[src/rtl/hazard_unit_pkg.sv]
// Shared types and constants for the pipeline hazard controller.
package hazard_unit_pkg;

  localparam int unsigned HZ_REGADDRSIZE = 5;
  localparam int unsigned HZ_XZR         = 31;

  typedef enum logic [1:0] {
    HZ_RUN     = 2'd0,
    HZ_MEMWAIT = 2'd1,
    HZ_FAULT   = 2'd2
  } hz_state_e;

  // Stage-register controls, in the order consumed by the pipeline.
  typedef struct packed {
    logic pcwrite;
    logic ifidwrite;
    logic ifidflush;
    logic idexwrite;
    logic idexnop;
    logic exmemwrite;
    logic exmemnop;
    logic memwbnop;
  } hz_ctrl_t;

  localparam hz_ctrl_t HZ_CTRL_RUN = '{pcwrite: 1'b1, ifidwrite: 1'b1, ifidflush: 1'b0,
                                       idexwrite: 1'b1, idexnop: 1'b0, exmemwrite: 1'b1,
                                       exmemnop: 1'b0, memwbnop: 1'b0};

  localparam hz_ctrl_t HZ_CTRL_FREEZE = '{pcwrite: 1'b0, ifidwrite: 1'b0, ifidflush: 1'b0,
                                          idexwrite: 1'b0, idexnop: 1'b0, exmemwrite: 1'b0,
                                          exmemnop: 1'b0, memwbnop: 1'b1};

  localparam hz_ctrl_t HZ_CTRL_RESET = '{pcwrite: 1'b0, ifidwrite: 1'b0, ifidflush: 1'b0,
                                         idexwrite: 1'b0, idexnop: 1'b1, exmemwrite: 1'b0,
                                         exmemnop: 1'b1, memwbnop: 1'b1};

endpackage

[src/rtl/sat_counter.sv]
// Up-counter that sticks at all-ones instead of wrapping.
module sat_counter #(
  parameter int unsigned WIDTH = 32
) (
  input  logic             clk,
  input  logic             rst_n,
  input  logic             inc,
  output logic [WIDTH-1:0] count
);

  logic [WIDTH-1:0] count_q;
  logic [WIDTH-1:0] count_d;

  always_comb begin
    count_d = count_q;
    if (inc && (count_q != '1)) begin
      count_d = count_q + WIDTH'(1);
    end
  end

  always_ff @(posedge clk or negedge rst_n) begin
    if (!rst_n) begin
      count_q <= '0;
    end else begin
      count_q <= count_d;
    end
  end

  assign count = count_q;

endmodule

[src/rtl/hazard_unit.sv]
// Pipeline hazard controller: load-use stalls, branch flushes and the data-memory
// wait FSM with timeout fault. Controls are same-cycle; state and counters are registered.
module hazard_unit
  import hazard_unit_pkg::*;
#(
  parameter int unsigned REGADDRSIZE = HZ_REGADDRSIZE,
  parameter int unsigned XZR         = HZ_XZR,
  parameter int unsigned TIMEOUT     = 16,
  parameter int unsigned COUNTSIZE   = 32
) (
  input  logic                   clk,
  input  logic                   rst_n,
  input  logic [REGADDRSIZE-1:0] idrs1,
  input  logic [REGADDRSIZE-1:0] idrs2,
  input  logic                   iduses1,
  input  logic                   iduses2,
  input  logic                   exmemread,
  input  logic                   exnop,
  input  logic [REGADDRSIZE-1:0] exrd,
  input  logic                   branchtaken,
  input  logic                   memreq,
  input  logic                   memready,
  output logic                   pcwrite,
  output logic                   ifidwrite,
  output logic                   ifidflush,
  output logic                   idexwrite,
  output logic                   idexnop,
  output logic                   exmemwrite,
  output logic                   exmemnop,
  output logic                   memwbnop,
  output logic                   fault,
  output logic [COUNTSIZE-1:0]   stallcnt,
  output logic [COUNTSIZE-1:0]   flushcnt
);

  localparam int unsigned WCW = $clog2(TIMEOUT + 1);

  hz_state_e      state_q;
  hz_state_e      state_d;
  logic [WCW-1:0] waitcnt_q;
  logic [WCW-1:0] waitcnt_d;
  hz_ctrl_t       ctrl;
  logic           run_rules;
  logic           loaduse;
  logic           stall_inc;
  logic           flush_inc;

  // The zero register is never written, so it can never be a dependency.
  assign loaduse = exmemread && !exnop && (exrd != REGADDRSIZE'(XZR)) &&
                   ((iduses1 && (idrs1 == exrd)) || (iduses2 && (idrs2 == exrd)));

  always_comb begin
    state_d   = state_q;
    waitcnt_d = waitcnt_q;
    ctrl      = HZ_CTRL_FREEZE;
    run_rules = 1'b0;
    stall_inc = 1'b0;
    flush_inc = 1'b0;

    case (state_q)
      HZ_RUN: begin
        if (memreq && !memready) begin
          state_d   = HZ_MEMWAIT;
          waitcnt_d = WCW'(1);
          stall_inc = 1'b1;
        end else begin
          run_rules = 1'b1;
        end
      end
      HZ_MEMWAIT: begin
        if (memready) begin
          state_d   = HZ_RUN;
          waitcnt_d = '0;
          run_rules = 1'b1;
        end else if (waitcnt_q < WCW'(TIMEOUT)) begin
          waitcnt_d = waitcnt_q + WCW'(1);
          stall_inc = 1'b1;
        end else begin
          state_d = HZ_FAULT;
        end
      end
      HZ_FAULT: begin
        state_d = HZ_FAULT;
      end
      default: begin
        state_d   = HZ_RUN;
        waitcnt_d = '0;
      end
    endcase

    // A taken branch squashes the younger instruction, so its load-use stall is moot.
    if (run_rules) begin
      ctrl = HZ_CTRL_RUN;
      if (branchtaken) begin
        ctrl.ifidflush = 1'b1;
        ctrl.idexnop   = 1'b1;
        ctrl.exmemnop  = 1'b1;
        flush_inc      = 1'b1;
      end else if (loaduse) begin
        ctrl.pcwrite   = 1'b0;
        ctrl.ifidwrite = 1'b0;
        ctrl.idexnop   = 1'b1;
        stall_inc      = 1'b1;
      end
    end

    if (!rst_n) begin
      ctrl      = HZ_CTRL_RESET;
      stall_inc = 1'b0;
      flush_inc = 1'b0;
    end
  end

  always_ff @(posedge clk or negedge rst_n) begin
    if (!rst_n) begin
      state_q   <= HZ_RUN;
      waitcnt_q <= '0;
    end else begin
      state_q   <= state_d;
      waitcnt_q <= waitcnt_d;
    end
  end

  sat_counter #(.WIDTH(COUNTSIZE)) u_stallcnt (
    .clk   (clk),
    .rst_n (rst_n),
    .inc   (stall_inc),
    .count (stallcnt)
  );

  sat_counter #(.WIDTH(COUNTSIZE)) u_flushcnt (
    .clk   (clk),
    .rst_n (rst_n),
    .inc   (flush_inc),
    .count (flushcnt)
  );

  assign pcwrite    = ctrl.pcwrite;
  assign ifidwrite  = ctrl.ifidwrite;
  assign ifidflush  = ctrl.ifidflush;
  assign idexwrite  = ctrl.idexwrite;
  assign idexnop    = ctrl.idexnop;
  assign exmemwrite = ctrl.exmemwrite;
  assign exmemnop   = ctrl.exmemnop;
  assign memwbnop   = ctrl.memwbnop;
  assign fault      = (state_q == HZ_FAULT);

endmodule
[config.mk]
export PLATFORM = sky130hd
export DESIGN_NAME = hazard_unit
export DESIGN_NICKNAME = d
export VERILOG_FILES = /design/src/rtl/hazard_unit_pkg.sv /design/src/rtl/sat_counter.sv /design/src/rtl/hazard_unit.sv
export SDC_FILE = /design/constraint.sdc
export NUM_CORES = 1
export LEC_CHECK = 0
export CORE_UTILIZATION = 44
export CTS_CLUSTER_SIZE = 28
export DETAILED_ROUTE_END_ITERATION = 12
export GPL_TIMING_DRIVEN = 0
export PLACE_DENSITY = 0.88
export SLEW_MARGIN = 20
export SYNTH_ARGS = -nofsm -noshare
export SYNTH_HDL_FRONTEND = slang
export SYNTH_SLANG_ARGS = --single-unit
[constraint.sdc]
create_clock -name clk -period 2 [get_ports clk]
set_input_delay 0.4 -clock clk [delete_from_list [all_inputs] [get_ports clk]]
set_output_delay 0.4 -clock clk [all_outputs]
set_load 0.005 [all_outputs]
==> impl_metrics.env, run 1 <==
export IMPL_pre_cts_slack_ns=-1.069
export IMPL_synth_edf_count=0
export IMPL_rsz0062_at_grt="yes"
export IMPL_p_per_area_nw_per_um2=639.4
export IMPL_fmaxAchievable_ghz=0.4736
export IMPL_synthTopCellsByCount="dfrtp_1 (71), xnor2_1 (57), nand3_1 (33)"
export IMPL_via_per_inst=5.391
export IMPL_grt_total_usage=0.2403
export IMPL_setup_viol=28
export IMPL_wl_um=10360
export IMPL_status="complete, but fails checks"
export IMPL_clock_sinks=71
export IMPL_htree_num_levels=3
export IMPL_gp_congestion=0.7987
export IMPL_fin_cells=601
export IMPL_yosysMostFrequentCell="dfrtp_1"
export IMPL_synth_async_reset_ratio=1.000
export IMPL_tns_ns=-1.129
export IMPL_violations="setup timing"
export IMPL_required_ns=1.60
export IMPL_root_buffer="clkbuf_8"
export IMPL_fin_skew_ns=0.009493
export IMPL_first_pass_iters=4
export IMPL_final_max_slew_violation_count=0
export IMPL_numCtsBuffers=9
export IMPL_ys_seq_area_frac=0.4972
export IMPL_synth_top_area_frac=0.4972
export IMPL_io_buffers=96
export IMPL_wl_per_cell_um=17.24
export IMPL_reg2reg_depth=6
export IMPL_ir_drop_mv=0.5964
export IMPL_r2r_end="u_stallcnt.count[16]"
export IMPL_coreArea_um2=7807
export IMPL_post_route_util=0.7176
export IMPL_synth_area_top_cells="dfrtp_1 (50%), xnor2_1 (14%), nand3_1 (4.6%)"
export IMPL_antenna_cells=0
export IMPL_synthesis_area_um2=3573
export IMPL_ant_nets=0
export IMPL_grt_max_degree=41
export IMPL_rows=32
export IMPL_worstSetupStartpointType="input pin"
export IMPL_synth_area_per_cell_um2=10.42
export IMPL_syn_to_final_growth_pct=56.79
export IMPL_p_total_w=0.003582
export IMPL_vias=3240
export IMPL_maxSlewHeadroom=0.5530
export IMPL_antenna_found_initial=0
export IMPL_io_pin_count=97
export IMPL_synthDistinctLibCells=43
export IMPL_drt_iter0_drc=97
export IMPL_final_hold_violation_count=0
export IMPL_cp_end_kind="primary output"
export IMPL_start_util=0.4577
export IMPL_die_area_um2=8486
export IMPL_grt_ovfl_total=0
export IMPL_period_share=1.056
export IMPL_rrSetupSlack_ns=-0.10
export IMPL_p_leak_nw=2.361
export IMPL_synth_flop_cell="dfrtp_1"
export IMPL_grt_pass1_wl_um=15660
export IMPL_synth_net_count=370
export IMPL_crit_type="input pin to primary output"
export IMPL_die_h_um=92.12
export IMPL_hold_path_class="input pin to asynchronous set/reset pin"
export IMPL_drc_errors=0
export IMPL_yosysTopAreaCell="dfrtp_1"
export IMPL_clkTransAtPathRegs_ns=0.07
export IMPL_dp_cells=542
export IMPL_synthCells=343
export IMPL_clkLatencyLatePin_ns=0.35
export IMPL_min_period_ns=2.112
export IMPL_nNetsFinal=522
export IMPL_dp_hpwl_um=6274
export IMPL_critPathArrivalTime_ns=1.71
export IMPL_tightest_slew_ns=0.6704
export IMPL_clock_path_buffers=2
export IMPL_nFillCells=540
export IMPL_reg2reg_from="u_stallcnt.count[4]"
export IMPL_drive_gt1_frac=0.3146
export IMPL_path_max_fanout=2
export IMPL_tritoncts="yes"
export IMPL_fin_ws_ns=-0.1116
export IMPL_ys_seq_elements=71
export IMPL_grt_pass1_vias=3158
export IMPL_die_w_um=92.12
export IMPL_ys_warn_count=0
export IMPL_setup_worst_path_start="idrs1[2]"
export IMPL_maxCapViolations=0
==> worst max path at each step <==
stage / end / slack, ns / cells past startpoint
detailed placement: idexnop / -1.07 / 7
finish: idexnop / -0.11 / 7
CTS: pcwrite / -0.10 / 9
floorplan: u_stallcnt.count[20] / -0.006 / 8
global placement: u_stallcnt.count[30] / -2.98 / 8
global route: u_stallcnt.count[28] / -0.21 / 8
==> per-stage QoR <==
step           area [um^2]  hold WS, ns
2_1_floorplan         3603       0.1044
4_1_cts               5278      0.06465
5_1_grt               5603      0.06585
3_5_place_dp          4710       0.3774
3_3_place_gp          4692       0.4788
6_report              5603      0.07410
==> state kept, by name, indices dropped and copies added (netlist names) <==
register,cells
u_flushcnt.count,32
waitcnt_q,5
u_stallcnt.count,32
state_q,2
==> cell families after synthesis <==
kind of cell / after synthesis / synth area share
AO/OA/AOI/OAI: 23 / 0.04938
buffers and inverters: 18 / 0.02241
multiplexers: 2 / 0.005952
XOR/XNOR: 73 / 0.1789
adder cells (fa/ha/maj): 3 / 0.01051
flip-flops: 71 / 0.4972
AND/OR/NAND/NOR: 153 / 0.2356
==> report_power, final <==
part | leakage, nW | switching, W | internal, W
logic | 1.32 | 0.000381 | 0.000520
clock network | 0.0845 | 0.000551 | 0.000477
registers | 0.958 | 0.000107 | 0.00155
total | 2.36 | 0.00104 | 0.00254
==> layout by cell type (no fill, tap or decap), types with 7 or more instances in the layout <==
cell             instances
and3_1                  14
and2_1                   8
nand4_1                 22
dlygate4sd2_1            7
nand3_2                 10
buf_2                    8
buf_6                   11
nand2_1                 28
nand3_1                 17
buf_4                   40
clkbuf_8                10
xor2_1                  15
nor2_1                   7
dfrtp_2                  7
xnor2_1                 52
dfrtp_1                 64
clkdlybuf4s50_1         68
==> critical path, cell delays in order <==
cell and delay [ns]:
buf_6 0.09, xor2_1 0.15, nor4_1 0.31, and3_1 0.27
o21ai_2 0.08, o311ai_1 0.24, buf_2 0.18
==> cell type report <==
class / instances / area, um^2 / area share
clock inverter: 5 / 33.78 / 0.006029
inverter: 8 / 32.53 / 0.005806
buffer: 10 / 85.08 / 0.01519
clock buffer: 10 / 137.6 / 0.02456
multi-input combinational: 254 / 2072 / 0.3698
tap: 102 / 127.6 / 0.02278
sequential: 71 / 1785 / 0.3187
timing repair buffer: 141 / 1329 / 0.2372
==> routing by layer <==
| metal | wire, um | GRT usage |
|---|---|---|
| met1 | 4028 | 0.2808 |
| met2 | 5385 | 0.4185 |
| met3 | 618 | 0.06385 |
| met4 | 329 | 0.09505 |
| met5 | 0 | 0 |
==> repair_timing <==
item                                    4_1_cts  5_1_grt
pin swaps                                    29       28
cloned                                        3        0
hold buffers                                  2        0
resized for setup                           131       57
endpoints found under the hold margin         6        0
endpoints found under the setup margin       68       67
setup buffers                                28       11
No activity file was read; power rests on OpenSTA's default activity.
==> inputs of run 2 (changes only) <==
--- a/config.mk
+++ b/config.mk
@@ -10,7 +10,6 @@
 export DETAILED_ROUTE_END_ITERATION = 12
 export GPL_TIMING_DRIVEN = 0
 export PLACE_DENSITY = 0.88
-export SLEW_MARGIN = 20
 export SYNTH_ARGS = -nofsm -noshare
 export SYNTH_HDL_FRONTEND = slang
 export SYNTH_SLANG_ARGS = --single-unit
==> impl_metrics.env, run 2 (synthesis results as in run 1) <==
export IMPL_setup_viol=34
export IMPL_gp_congestion=0.7987
export IMPL_fin_skew_ns=0.01150
export IMPL_reg2reg_depth=7
export IMPL_drc_errors=0
export IMPL_clock_sinks=71
export IMPL_wl_um=9697
export IMPL_worstSetupStartpointType="register"
export IMPL_grt_pass1_vias=3129
export IMPL_tritoncts="yes"
export IMPL_critical_path_max_stage_delay_ns=0.42
export IMPL_fmaxAchievable_ghz=0.4589
export IMPL_min_period_ns=2.179
export IMPL_crit_chain="and4_4, nand4_2, or3_4, a2111oi_4, buf_4, nand2_2, xnor2_2"
export IMPL_nNetsFinal=508
export IMPL_final_max_slew_violation_count=0
export IMPL_ir_drop_mv=0.5676
export IMPL_tightest_slew_ns=0.5742
export IMPL_drive_gt1_frac=0.2634
export IMPL_die_h_um=92.12
export IMPL_final_hold_violation_count=0
export IMPL_grt_pass1_wl_um=15130
export IMPL_root_buffer="clkbuf_8"
export IMPL_crit_buf_inv=1
export IMPL_reg2reg_from="u_flushcnt.count[5]"
export IMPL_start_util=0.4577
export IMPL_maxCapViolations=0
export IMPL_die_area_um2=8486
export IMPL_maxSlewHeadroom=0.6172
export IMPL_place_area_um2=4690
export IMPL_slowest_stage="a2111oi_4"
export IMPL_final_cell_mix="clkdlybuf4s50_1 (69), dfrtp_1 (64), xnor2_1 (55)"
export IMPL_nFillCells=560
export IMPL_rsz0062_at_grt="yes"
export IMPL_final_common_cell="clkdlybuf4s50_1"
export IMPL_htree_num_levels=3
export IMPL_fin_ws_ns=-0.1790
export IMPL_antenna_found_initial=0
export IMPL_p_leak_nw=2.286
export IMPL_die_w_um=92.12
export IMPL_period_share=1.089
export IMPL_coreArea_um2=7807
export IMPL_antenna_cells=0
export IMPL_pre_cts_slack_ns=-1.052
export IMPL_drt_iter0_drc=150
export IMPL_grt_total_usage=0.2305
export IMPL_violations="setup timing"
export IMPL_vias=3238
export IMPL_dp_hpwl_um=6172
export IMPL_numCtsBuffers=9
export IMPL_clkTransAtPathRegs_ns=0.08
export IMPL_wl_per_cell_um=16.49
export IMPL_clkLatencyLatePin_ns=0.34
export IMPL_io_buffers=96
export IMPL_cp_end_kind="register"
export IMPL_via_per_inst=5.507
export IMPL_grt_ovfl_total=0
export IMPL_path_max_fanout=5
export IMPL_syn_to_final_growth_pct=50.18
export IMPL_grt_max_degree=76
export IMPL_r2r_end="u_flushcnt.count[25]"
export IMPL_p_per_area_nw_per_um2=674.4
export IMPL_ant_nets=0
export IMPL_status="complete, but fails checks"
export IMPL_hold_path_class="input pin to asynchronous set/reset pin"
export IMPL_critPathArrivalTime_ns=2.41
export IMPL_io_pin_count=97
export IMPL_rows=32
export IMPL_finalInstanceArea_um2=5366
export IMPL_cp_top_family="simple AND/OR/NAND/NOR gates"
export IMPL_crit_type="register to register"
export IMPL_first_pass_iters=4
export IMPL_clock_path_buffers=2
export IMPL_rrSetupSlack_ns=-0.18
export IMPL_required_ns=2.23
-- run 2: metal layers --
metal | GRT usage | vias to the layer above | share of wire | wire length (um)
li1 | - | 1486 | - | -
met1 | 0.2688 | 1623 | 0.39 | 3785
met2 | 0.4067 | 113 | 0.53 | 5149
met3 | 0.04726 | 16 | 0.059 | 575
met4 | 0.1029 | 0 | 0.019 | 187
met5 | 0 | - | 0 | 0
-- run 2: layout make-up --
cell class              count  area, um^2  share of cell area
plain buffers               9       67.56             0.01259
clock buffers              11       141.4             0.02635
clock inverters             5       56.30             0.01049
inverters                   8       30.03            0.005596
multi-input cells         254        1963              0.3658
flip-flops and latches     71        1785              0.3327
well taps                 102       127.6             0.02378
repair buffers            128        1195              0.2227
-- run 2: power by group --
group / switching [W] / total [W] / internal [W]
Clock: 0.000554 / 0.00117 / 0.000611
Sequential: 0.000111 / 0.00166 / 0.00154
Combinational: 0.000341 / 0.000798 / 0.000457
Total: 0.00101 / 0.00362 / 0.00261
-- run 2: how the worst max path moves through the flow --
stage,cells after the start,endpoint,slack (ns),start
floorplan,8,u_stallcnt.count[20],-0.006,u_stallcnt.count[2]
global placement,8,u_stallcnt.count[30],-2.98,rst_n
detailed placement,7,idexnop,-1.05,exrd[4]
CTS,7,idexnop,-0.12,idrs1[2]
global route,12,u_flushcnt.count[29],-0.27,state_q[0]
finish,7,u_flushcnt.count[25],-0.18,u_flushcnt.count[5]
-- run 2: metrics by stage --
step | cells | setup TNS, ns | utilization | power (W) | hold slack (ns)
2_1_floorplan | 343 | -0.01515 | - | 0.001932 | 0.1044
4_1_cts | 580 | -1.146 | 0.6663 | 0.003579 | 0.08821
6_report | 588 | -1.694 | 0.6873 | 0.003619 | 0.04694
3_3_place_gp | 541 | -336.06 | 0.6010 | 0.002284 | 0.4788
5_1_grt | 588 | -6.811 | 0.6873 | 0.003779 | 0.09800
3_5_place_dp | 541 | -48.79 | 0.6006 | 0.002317 | 0.4868
-- run 2: worst register-to-register path, delay by kind of cell (launching register included) --
family / cells / cell delay, ns
flops: 1 / 0.39
buf+inv: 1 / 0.20
simple gates: 4 / 0.91
xor+xnor: 1 / 0.16
compound gates: 1 / 0.42
-- run 2: timing repair --
item	in CTS	in global routing
hold buffers	0	0
pin swaps	23	9
resized for setup	131	28
buffers inserted	20	10
gates cloned	3	0
setup endpoints to repair	71	66
==> inputs of run 3 (changes only) <==
--- a/config.mk
+++ b/config.mk
@@ -13,3 +13,4 @@
 export SYNTH_ARGS = -nofsm -noshare
 export SYNTH_HDL_FRONTEND = slang
 export SYNTH_SLANG_ARGS = --single-unit
+export TNS_END_PERCENT = 50
==> impl_metrics.env, run 3 (synthesis results as in run 1) <==
export IMPL_status="complete, but fails checks"
export IMPL_violations="setup timing"
export IMPL_cp_end_kind="register"
export IMPL_drt_iter0_drc=108
export IMPL_drive_gt1_frac=0.2682
export IMPL_crit_cells=7
export IMPL_nNetsFinal=503
export IMPL_grt_pass1_vias=3050
export IMPL_crit_type="register to register"
export IMPL_numCtsBuffers=9
export IMPL_final_common_cell="clkdlybuf4s50_1"
export IMPL_fin_cells=583
export IMPL_tightest_slew_ns=0.6291
export IMPL_tritoncts="yes"
export IMPL_critical_path_max_stage_delay_ns=0.43
export IMPL_htree_num_levels=3
export IMPL_slowest_stage="dfrtp_1"
export IMPL_critPathArrivalTime_ns=2.34
export IMPL_ant_nets=0
export IMPL_rsz0062_at_grt="yes"
export IMPL_clock_sinks=71
export IMPL_rows=32
export IMPL_reg2reg_from="u_flushcnt.count[3]"
export IMPL_p_leak_nw=2.300
export IMPL_io_pin_count=97
export IMPL_required_ns=2.22
export IMPL_drc_errors=0
export IMPL_start_util=0.4577
export IMPL_worstSetupStartpointType="register"
export IMPL_fmaxAchievable_ghz=0.4717
export IMPL_io_buffers=96
export IMPL_setup_viol=32
export IMPL_period_share=1.060
export IMPL_wl_per_cell_um=16.73
export IMPL_gp_congestion=0.7987
export IMPL_clkTransAtPathRegs_ns=0.08
export IMPL_crit_buf_inv=1
export IMPL_min_period_ns=2.120
export IMPL_final_hold_violation_count=0
export IMPL_ir_drop_mv=0.5955
export IMPL_setup_worst_path_start="u_flushcnt.count[3]"
export IMPL_r2r_end="u_flushcnt.count[25]"
export IMPL_rrSetupSlack_ns=-0.12
export IMPL_via_per_inst=5.434
export IMPL_clkLatencyLatePin_ns=0.34
export IMPL_first_pass_iters=4
export IMPL_antenna_found_initial=0
export IMPL_hold_buffers=0
export IMPL_wl_um=9753
export IMPL_antenna_cells=0
export IMPL_fin_skew_ns=0.009639
export IMPL_grt_ovfl_total=0
export IMPL_die_area_um2=8486
export IMPL_grt_max_degree=76
export IMPL_coreArea_um2=7807
export IMPL_dp_hpwl_um=6172
export IMPL_maxCapViolations=0
export IMPL_clock_path_buffers=2
export IMPL_final_cell_mix="clkdlybuf4s50_1 (68), dfrtp_1 (67), xnor2_1 (53)"
export IMPL_reg2reg_depth=7
export IMPL_maxSlewHeadroom=0.5806
export IMPL_final_max_slew_violation_count=0
export IMPL_syn_to_final_growth_pct=50.95
export IMPL_grt_total_usage=0.2251
export IMPL_hold_path_class="input pin to asynchronous set/reset pin"
export IMPL_die_w_um=92.12
export IMPL_dp_cells=541
export IMPL_pre_cts_slack_ns=-1.052
export IMPL_fin_ws_ns=-0.1201
export IMPL_path_max_fanout=5
export IMPL_hold_worst_slack_ns=0.05458
export IMPL_cp_top_family="simple AND/OR/NAND/NOR gates"
export IMPL_grt_pass1_wl_um=14860
export IMPL_die_h_um=92.12
export IMPL_post_route_util=0.6909
export IMPL_root_buffer="clkbuf_8"
export IMPL_vias=3168
export IMPL_crit_chain="and4_4, nand4_4, or3_4, a2111oi_4, buf_4, nand2_4, xnor2_2"
export IMPL_worstSetupEndpoint="u_flushcnt.count[25]"
export IMPL_p_per_area_nw_per_um2=656.4
==> run 3: cell count changes in the layout (fill, tap and decap cells not counted), sizes merged <==
cell           before  now
buf                55   48
clkbuf             16   17
clkdlybuf4s50      69   68
dlygate4sd2         6    8
==> run 3: stage by stage <==
stage               total power (W)  area (um^2)  TNS (ns)
floorplan                  0.001932         3603  -0.01515
global placement           0.002284         4692   -336.06
detailed placement         0.002317         4690    -48.79
CTS                        0.003523         5124    -1.334
global route               0.003702         5394    -7.621
finish                     0.003540         5394    -1.276
==> run 3: metal layers <==
| metal | wire length (um) | track usage | vias to the layer above |
|---|---|---|---|
| met2 | 5128 | 0.3955 | 123 |
| met4 | 144 | 0.09245 | 0 |
| li1 | - | - | 1481 |
| met1 | 3897 | 0.2677 | 1550 |
| met3 | 583 | 0.04561 | 14 |
| met5 | 0 | 0 | - |
==> run 3: where the power goes <==
group / internal (W) / leakage (nW) / switching, W / total, W
Combinational: 0.000404 / 1.24 / 0.000299 / 0.000702
Clock: 0.000611 / 0.0997 / 0.000541 / 0.00115
Sequential: 0.00154 / 0.961 / 0.000143 / 0.00169
Total: 0.00256 / 2.30 / 0.000983 / 0.00354
==> run 3: worst min path at each step <==
stage | from | endpoint | depth (start not counted) | slack [ns]
after floorplan | rst_n | state_q[0] | 0 | 0.10
after global placement | u_flushcnt.count[31] | u_flushcnt.count[31] | 1 | 0.48
after detailed placement | u_flushcnt.count[31] | u_flushcnt.count[31] | 1 | 0.49
after CTS | rst_n | u_flushcnt.count[27] | 1 | 0.09
after global routing | rst_n | u_flushcnt.count[28] | 1 | 0.1
final | rst_n | u_flushcnt.count[27] | 1 | 0.05
==> run 3: area by class of cell <==
type / count / area, um^2
Buffer: 10 / 87.58
Clock buffer: 11 / 141.4
Clock inverter: 5 / 56.30
Fill cell: 549 / 2414
Inverter: 8 / 32.53
Multi-Input combinational cell: 254 / 2006
Sequential cell: 71 / 1782
Tap cell: 102 / 127.6
Timing Repair Buffer: 122 / 1161
==> run 3: repair_timing <==
item | 4_1_cts | 5_1_grt
setup endpoints to repair | 71 | 67
gates resized for setup | 127 | 45
cloned | 3 | 0
pin swaps | 24 | 29
buffers inserted | 12 | 11
==> run 3: worst reg2reg max path: stages (launching register included) <==
cell	delay [ns]
dfrtp_1	0.43
and4_4	0.28
nand4_4	0.09
or3_4	0.40
a2111oi_4	0.41
buf_4	0.21
nand2_4	0.06
xnor2_2	0.14
